`src/rtl/tl_a_rr_arbiter.sv`:
```
// Round-robin arbiter merging N TileLink A-channel clients onto one manager port.
// Grants are held across back-pressure (HOLD) and locked for multi-beat Put bursts (BURST).
module tl_a_rr_arbiter #(
  parameter int N_CLIENTS = 4,
  parameter int ADDR_W    = 64,
  parameter int DATA_W    = 64,
  parameter int SOURCE_W  = 4,
  parameter int IDX_W     = $clog2(N_CLIENTS),
  localparam int M_SOURCE_W = SOURCE_W + IDX_W
) (
  input  logic                          clk_i,
  input  logic                          rst_ni,
  input  logic [N_CLIENTS-1:0]          cli_a_valid_i,
  output logic [N_CLIENTS-1:0]          cli_a_ready_o,
  input  logic [N_CLIENTS*3-1:0]        cli_a_opcode_i,
  input  logic [N_CLIENTS*3-1:0]        cli_a_param_i,
  input  logic [N_CLIENTS*4-1:0]        cli_a_size_i,
  input  logic [N_CLIENTS*SOURCE_W-1:0] cli_a_source_i,
  input  logic [N_CLIENTS*ADDR_W-1:0]   cli_a_address_i,
  input  logic [N_CLIENTS*8-1:0]        cli_a_mask_i,
  input  logic [N_CLIENTS*DATA_W-1:0]   cli_a_data_i,
  input  logic [N_CLIENTS-1:0]          cli_a_corrupt_i,
  output logic                          mgr_a_valid_o,
  input  logic                          mgr_a_ready_i,
  output logic [2:0]                    mgr_a_opcode_o,
  output logic [2:0]                    mgr_a_param_o,
  output logic [3:0]                    mgr_a_size_o,
  output logic [M_SOURCE_W-1:0]         mgr_a_source_o,
  output logic [ADDR_W-1:0]             mgr_a_address_o,
  output logic [7:0]                    mgr_a_mask_o,
  output logic [DATA_W-1:0]             mgr_a_data_o,
  output logic                          mgr_a_corrupt_o,
  output logic [IDX_W-1:0]              grant_idx_o,
  output logic                          busy_o
);

  // Handshake: a beat transfers on any rising edge where mgr_a_valid_o && mgr_a_ready_i;
  // the same cycle cli_a_ready_o[grant_idx_o] mirrors mgr_a_ready_i for the selected client.

  typedef enum logic [1:0] {IDLE = 2'd0, HOLD = 2'd1, BURST = 2'd2} state_e;

  state_e           state_q, state_d;
  logic [IDX_W-1:0] rr_ptr_q, rr_ptr_d;
  logic [IDX_W-1:0] grant_q, grant_d;
  logic [2:0]       cnt_q, cnt_d;

  logic [IDX_W-1:0] win_idx;
  logic             any_valid;
  logic [IDX_W-1:0] sel_idx;
  logic             sel_valid;
  logic             hs;
  logic             is_multi;
  logic [2:0]       beats_m1;

  function automatic logic [IDX_W-1:0] ptr_inc(input logic [IDX_W-1:0] g);
    if (int'(g) == N_CLIENTS - 1) return '0;
    return g + 1'b1;
  endfunction

  // Lowest offset from rr_ptr wins: scan downwards so the last hit is the nearest.
  always_comb begin
    int               c;
    logic [IDX_W-1:0] ci;
    win_idx   = rr_ptr_q;
    any_valid = 1'b0;
    c         = 0;
    ci        = '0;
    for (int k = N_CLIENTS - 1; k >= 0; k--) begin
      c = int'(rr_ptr_q) + k;
      if (c >= N_CLIENTS) c = c - N_CLIENTS;
      ci = IDX_W'(c);
      if (cli_a_valid_i[ci]) begin
        win_idx   = ci;
        any_valid = 1'b1;
      end
    end
  end

  always_comb begin
    sel_idx   = (state_q == IDLE) ? win_idx : grant_q;
    sel_valid = (state_q == IDLE) ? any_valid : cli_a_valid_i[grant_q];
    hs        = sel_valid && mgr_a_ready_i;
  end

  always_comb begin
    mgr_a_opcode_o  = '0;
    mgr_a_param_o   = '0;
    mgr_a_size_o    = '0;
    mgr_a_source_o  = '0;
    mgr_a_address_o = '0;
    mgr_a_mask_o    = '0;
    mgr_a_data_o    = '0;
    mgr_a_corrupt_o = 1'b0;
    for (int i = 0; i < N_CLIENTS; i++) begin
      if (sel_idx == IDX_W'(i)) begin
        mgr_a_opcode_o  = cli_a_opcode_i[i*3 +: 3];
        mgr_a_param_o   = cli_a_param_i[i*3 +: 3];
        mgr_a_size_o    = cli_a_size_i[i*4 +: 4];
        mgr_a_source_o  = {IDX_W'(i), cli_a_source_i[i*SOURCE_W +: SOURCE_W]};
        mgr_a_address_o = cli_a_address_i[i*ADDR_W +: ADDR_W];
        mgr_a_mask_o    = cli_a_mask_i[i*8 +: 8];
        mgr_a_data_o    = cli_a_data_i[i*DATA_W +: DATA_W];
        mgr_a_corrupt_o = cli_a_corrupt_i[i];
      end
    end
  end

  // Counter holds beats still to go after the first, so 2^(size-3)-1 with size clamped to 6.
  always_comb begin
    is_multi = (mgr_a_opcode_o == 3'd0 || mgr_a_opcode_o == 3'd1) && (mgr_a_size_o > 4'd3);
    case ((mgr_a_size_o > 4'd6) ? 4'd6 : mgr_a_size_o)
      4'd4:    beats_m1 = 3'd1;
      4'd5:    beats_m1 = 3'd3;
      4'd6:    beats_m1 = 3'd7;
      default: beats_m1 = 3'd0;
    endcase
  end

  always_ff @(posedge clk_i) begin
    if (!rst_ni) begin
      state_q  <= IDLE;
      rr_ptr_q <= '0;
      grant_q  <= '0;
      cnt_q    <= '0;
    end else begin
      state_q  <= state_d;
      rr_ptr_q <= rr_ptr_d;
      grant_q  <= grant_d;
      cnt_q    <= cnt_d;
    end
  end

  always_comb begin
    state_d  = state_q;
    rr_ptr_d = rr_ptr_q;
    grant_d  = grant_q;
    cnt_d    = cnt_q;
    case (state_q)
      IDLE: begin
        if (any_valid) begin
          grant_d = win_idx;
          if (mgr_a_ready_i) begin
            rr_ptr_d = ptr_inc(win_idx);
            if (is_multi) begin
              cnt_d   = beats_m1;
              state_d = BURST;
            end
          end else begin
            state_d = HOLD;
          end
        end
      end
      HOLD: begin
        if (hs) begin
          rr_ptr_d = ptr_inc(grant_q);
          if (is_multi) begin
            cnt_d   = beats_m1;
            state_d = BURST;
          end else begin
            state_d = IDLE;
          end
        end
      end
      BURST: begin
        if (hs) begin
          cnt_d = cnt_q - 3'd1;
          if (cnt_q <= 3'd1) state_d = IDLE;
        end
      end
      default: state_d = IDLE;
    endcase
  end

  // Reset masks the externally visible control outputs in the same cycle it is asserted.
  always_comb begin
    cli_a_ready_o = '0;
    if (rst_ni) cli_a_ready_o[sel_idx] = mgr_a_ready_i;
    mgr_a_valid_o = rst_ni && sel_valid;
    grant_idx_o   = rst_ni ? sel_idx : '0;
    busy_o        = rst_ni && (state_q != IDLE);
  end

endmodule

```
`config.mk`:
```
export PLATFORM = sky130hd
export DESIGN_NAME = tl_a_rr_arbiter
export DESIGN_NICKNAME = d
export VERILOG_FILES = /design/src/rtl/tl_a_rr_arbiter.sv
export SDC_FILE = /design/constraint.sdc
export NUM_CORES = 1
export LEC_CHECK = 0
export ABC_CLOCK_PERIOD_IN_PS = 6300
export CORE_AREA = 4 4 296 298
export CTS_BUF_LIST = sky130_fd_sc_hd__clkbuf_2 sky130_fd_sc_hd__clkbuf_4 sky130_fd_sc_hd__clkbuf_8
export DETAILED_ROUTE_END_ITERATION = 10
export DIE_AREA = 0 0 300 302
export SLEW_MARGIN = 5
export SYNTH_ARGS = -nofsm -noshare
export SYNTH_HDL_FRONTEND = slang
export SYNTH_SLANG_ARGS = --single-unit
```
`constraint.sdc`:
```
create_clock -name clk_i -period 6.3 [get_ports clk_i]
set_clock_uncertainty 0.2 [all_clocks]
set_input_delay 0.63 -clock clk_i [delete_from_list [all_inputs] [get_ports clk_i]]
set_output_delay 0.63 -clock clk_i [all_outputs]
set_load 0.02 [all_outputs]
```
==> flow_metrics.py <==
metrics = {
    "final_layout": {
        "final_cell_mix": "clkdlybuf4s50_1 (771), nor2_1 (593), nand2_1 (313)",
        "fillers": 9935,
        "final_nets": 2557,
        "final_common_cell": "clkdlybuf4s50_1",
        "ff_latch_area_um2": 180,
        "final_layout_size_suffix_gt1_share_pct": 1.80,
        "multi_input_area_um2": 4900,
        "fin_util_pct": 17.2,
        "syn2layout_area_growth_pct": 164,
        "stdcell_count": 3092,
    },
    "clocking": {
        "cts_made_buffers": 3,
        "clkTransAtPathRegs_ns": 0.05,
        "clock-root-buffer": "clkbuf_8",
        "cts_resized": 0,
        "cts_hold_buffers": 0,
        "htreeDepth": 1,
        "cts_tree": "yes",
        "cts_sinks": 9,
        "cts.path.max_buffers": 2,
        "clk_latency_ns": 0.24,
        "post-cts-setup-buffers": 0,
    },
    "die": {
        "die-area_um2": 90600,
        "fp-row-count": 107,
        "die_h_um": 302,
        "ios": 772,
        "core_area_um2": 84900,
        "start_util_pct": 6.51,
        "die_w_um": 300,
    },
    "power_and_ir_drop": {
        "p_leak_nw": 5.50,
        "p_per_area_nw_per_um2": 265,
        "ir_worst_vdd_mv": 0.129,
        "finalPower_mw": 3.86,
    },
    "detailed_routing": {
        "wl_per_cell_um": 21.1,
        "drc": 0,
        "vias": 11100,
        "viasPerCell": 3.58,
        "ant_nets": 0,
        "drtIter0Drc": 833,
        "routed_wl_um": 65300,
        "drt_pass1_iterations": 5,
    },
    "timing": {
        "report.final.slew_viol_count": 0,
        "setup_violations": 0,
        "whs_ns": 0.289,
        "worst_pin_slew_ns": 0.798,
        "fmax_mhz": 193,
        "min_period_over_period_pct": 82.3,
        "max_slew_margin_pct": 46.3,
        "grt_setup_unrepaired": "false",
        "hold_viol_final": 0,
        "finalCriticalPeriod_ns": 5.18,
        "finalSetupTns_ns": 0,
    },
    "synth": {
        "synthCells": 1246,
        "synth_flop_cell": "dfxtp_1",
        "synth_xor_area_share_pct": 0.159,
        "synth.ff_latch_count": 9,
        "yosysTopAreaCell": "nor2_1",
        "yosys_warnings": 0,
        "async_flop_share_pct": 0,
        "synth_seq_area_share_pct": 3.26,
        "ys_types": 44,
        "yosys.area_share.simple_pct": 64.7,
        "synth_top_family_by_area": "simple AND/OR/NAND/NOR gates",
        "synth_edf_count": 0,
        "syn_area_um2": 5530,
        "syn_nets": 1860,
        "avgSynthCellArea_um2": 4.43,
        "synth_top_area_share_pct": 40.3,
        "synthAdderAreaFrac_pct": 0.679,
        "synth_mux_area_share_pct": 0.951,
        "synth_area_leaders": "nor2_1 (40%), nand2_1 (21%), a31oi_1 (16%)",
        "synth_compound_area_share_pct": 22.0,
    },
    "run_status": {
        "status": "complete, no violations",
    },
    "setup_path": {
        "arrival_ns": 4.35,
        "cp-startpoint": "cli_a_valid_i[2]",
        "reg2reg_from": "rr_ptr_q[1]",
        "crit_type": "in2out",
        "required_ns": 5.47,
        "cp-start-kind": "primary input",
        "cp-end-kind": "primary output",
        "cp_max_fo": 70,
    },
    "global_route": {
        "grt_first_pass_wirelength_um": 84400,
        "gr-total-overflow": 0,
        "grt_max_degree": 96,
        "grt_pass1_vias": 10900,
        "antenna_found_initial": 30,
        "grt_usage_pct": 13.2,
    },
    "placed_design": {
        "io_buffers": 771,
        "dp_cells": 3082,
        "place_congestion": 0.928,
        "place_hpwl_um": 56600,
    },
    "worst_hold_path": {
        "hp-start": "cnt_q[0]",
        "hp-class": "reg2reg",
    },
    "flow_run": {
        "drv_cap": 0,
    },
}
-- worst max-delay path: stages --
cell	delay [ns]
clkdlybuf4s50_1	0.57
nand2b_1	0.08
a311o_1	0.39
a31o_4	0.30
clkinv_8	0.26
buf_4	0.55
nor2_1	0.08
nor2_1	0.38
nor2_1	0.07
a31oi_1	0.17
clkdlybuf4s50_1	0.80
-- registers in the layout, indices dropped and copies added (netlist names) --
signal    flops
rr_ptr_q      2
grant_q       2
state_q       2
cnt_q         3
-- layout make-up --
type | instances | area share, %
Antenna cell | 6 | 0.103
Clock buffer | 4 | 0.335
Inverter | 8 | 0.292
Multi-Input combinational cell | 1128 | 33.6
Sequential cell | 9 | 1.24
Tap cell | 1144 | 9.82
Timing Repair Buffer | 793 | 54.6
-- per-stage QoR --
step / setup slack, ns / instance area, um2
after floorplan: 2.81 / 5530
after global placement: 1.11 / 14500
after detailed placement: 1.15 / 14500
after CTS: 1.13 / 14600
after global routing: 0.978 / 14600
final: 1.12 / 14600
-- worst paths after layout --
kind,endpoint,slack (ns),cells past startpoint
setup reg to reg,cnt_q[1],2.95,10
hold / removal,cnt_q[0],0.29,2
hold reg to reg,cnt_q[0],0.29,2
setup / recovery,mgr_a_data_o[4],1.12,11
-- cells in the mapped netlist, types with 2 or more instances --
| library cell | n |
|---|---|
| mux2i_1 | 3 |
| nor3b_1 | 3 |
| o21ai_0 | 5 |
| a21oi_1 | 15 |
| nand2b_1 | 5 |
| ha_1 | 3 |
| buf_2 | 21 |
| nor3_1 | 6 |
| and3_1 | 2 |
| buf_1 | 13 |
| a211o_1 | 3 |
| nor2_1 | 593 |
| inv_1 | 7 |
| a32oi_1 | 2 |
| clkbuf_1 | 65 |
| and2_1 | 3 |
| nand2_1 | 313 |
| a31oi_1 | 145 |
| nor2b_1 | 6 |
| dfxtp_1 | 9 |
-- cells by family after synthesis --
kind of cell	after synthesis
adder cells (fa/ha/maj)	3
flip-flops	9
XOR/XNOR	1
buffers and inverters	109
AND/OR/NAND/NOR	935
multiplexers	4
AO/OA/AOI/OAI	185
-- power by group --
| part | total, mW | leakage (nW) | internal [mW] | switching, mW |
|---|---|---|---|---|
| Combinational | 3.71 | 5.40 | 1.47 | 2.24 |
| Sequential | 0.0760 | 0.0738 | 0.0660 | 0.00998 |
| Clock | 0.0742 | 0.0262 | 0.0486 | 0.0255 |
| Total | 3.86 | 5.50 | 1.59 | 2.27 |
-- layer usage --
| layer | GRT usage, % | wire [um] | part of all wire, % | vias to the layer above |
|---|---|---|---|---|
| met1 | 17.1 | 28300 | 43 | 4971 |
| met5 | 0 | 121 | 0.19 | - |
| met4 | 3.40 | 1800 | 2.8 | 18 |
| met2 | 21.0 | 28300 | 43 | 604 |
| met3 | 4.56 | 6760 | 10 | 65 |
| li1 | - | - | - | 5415 |
No activity file was read; power rests on OpenSTA's default activity.
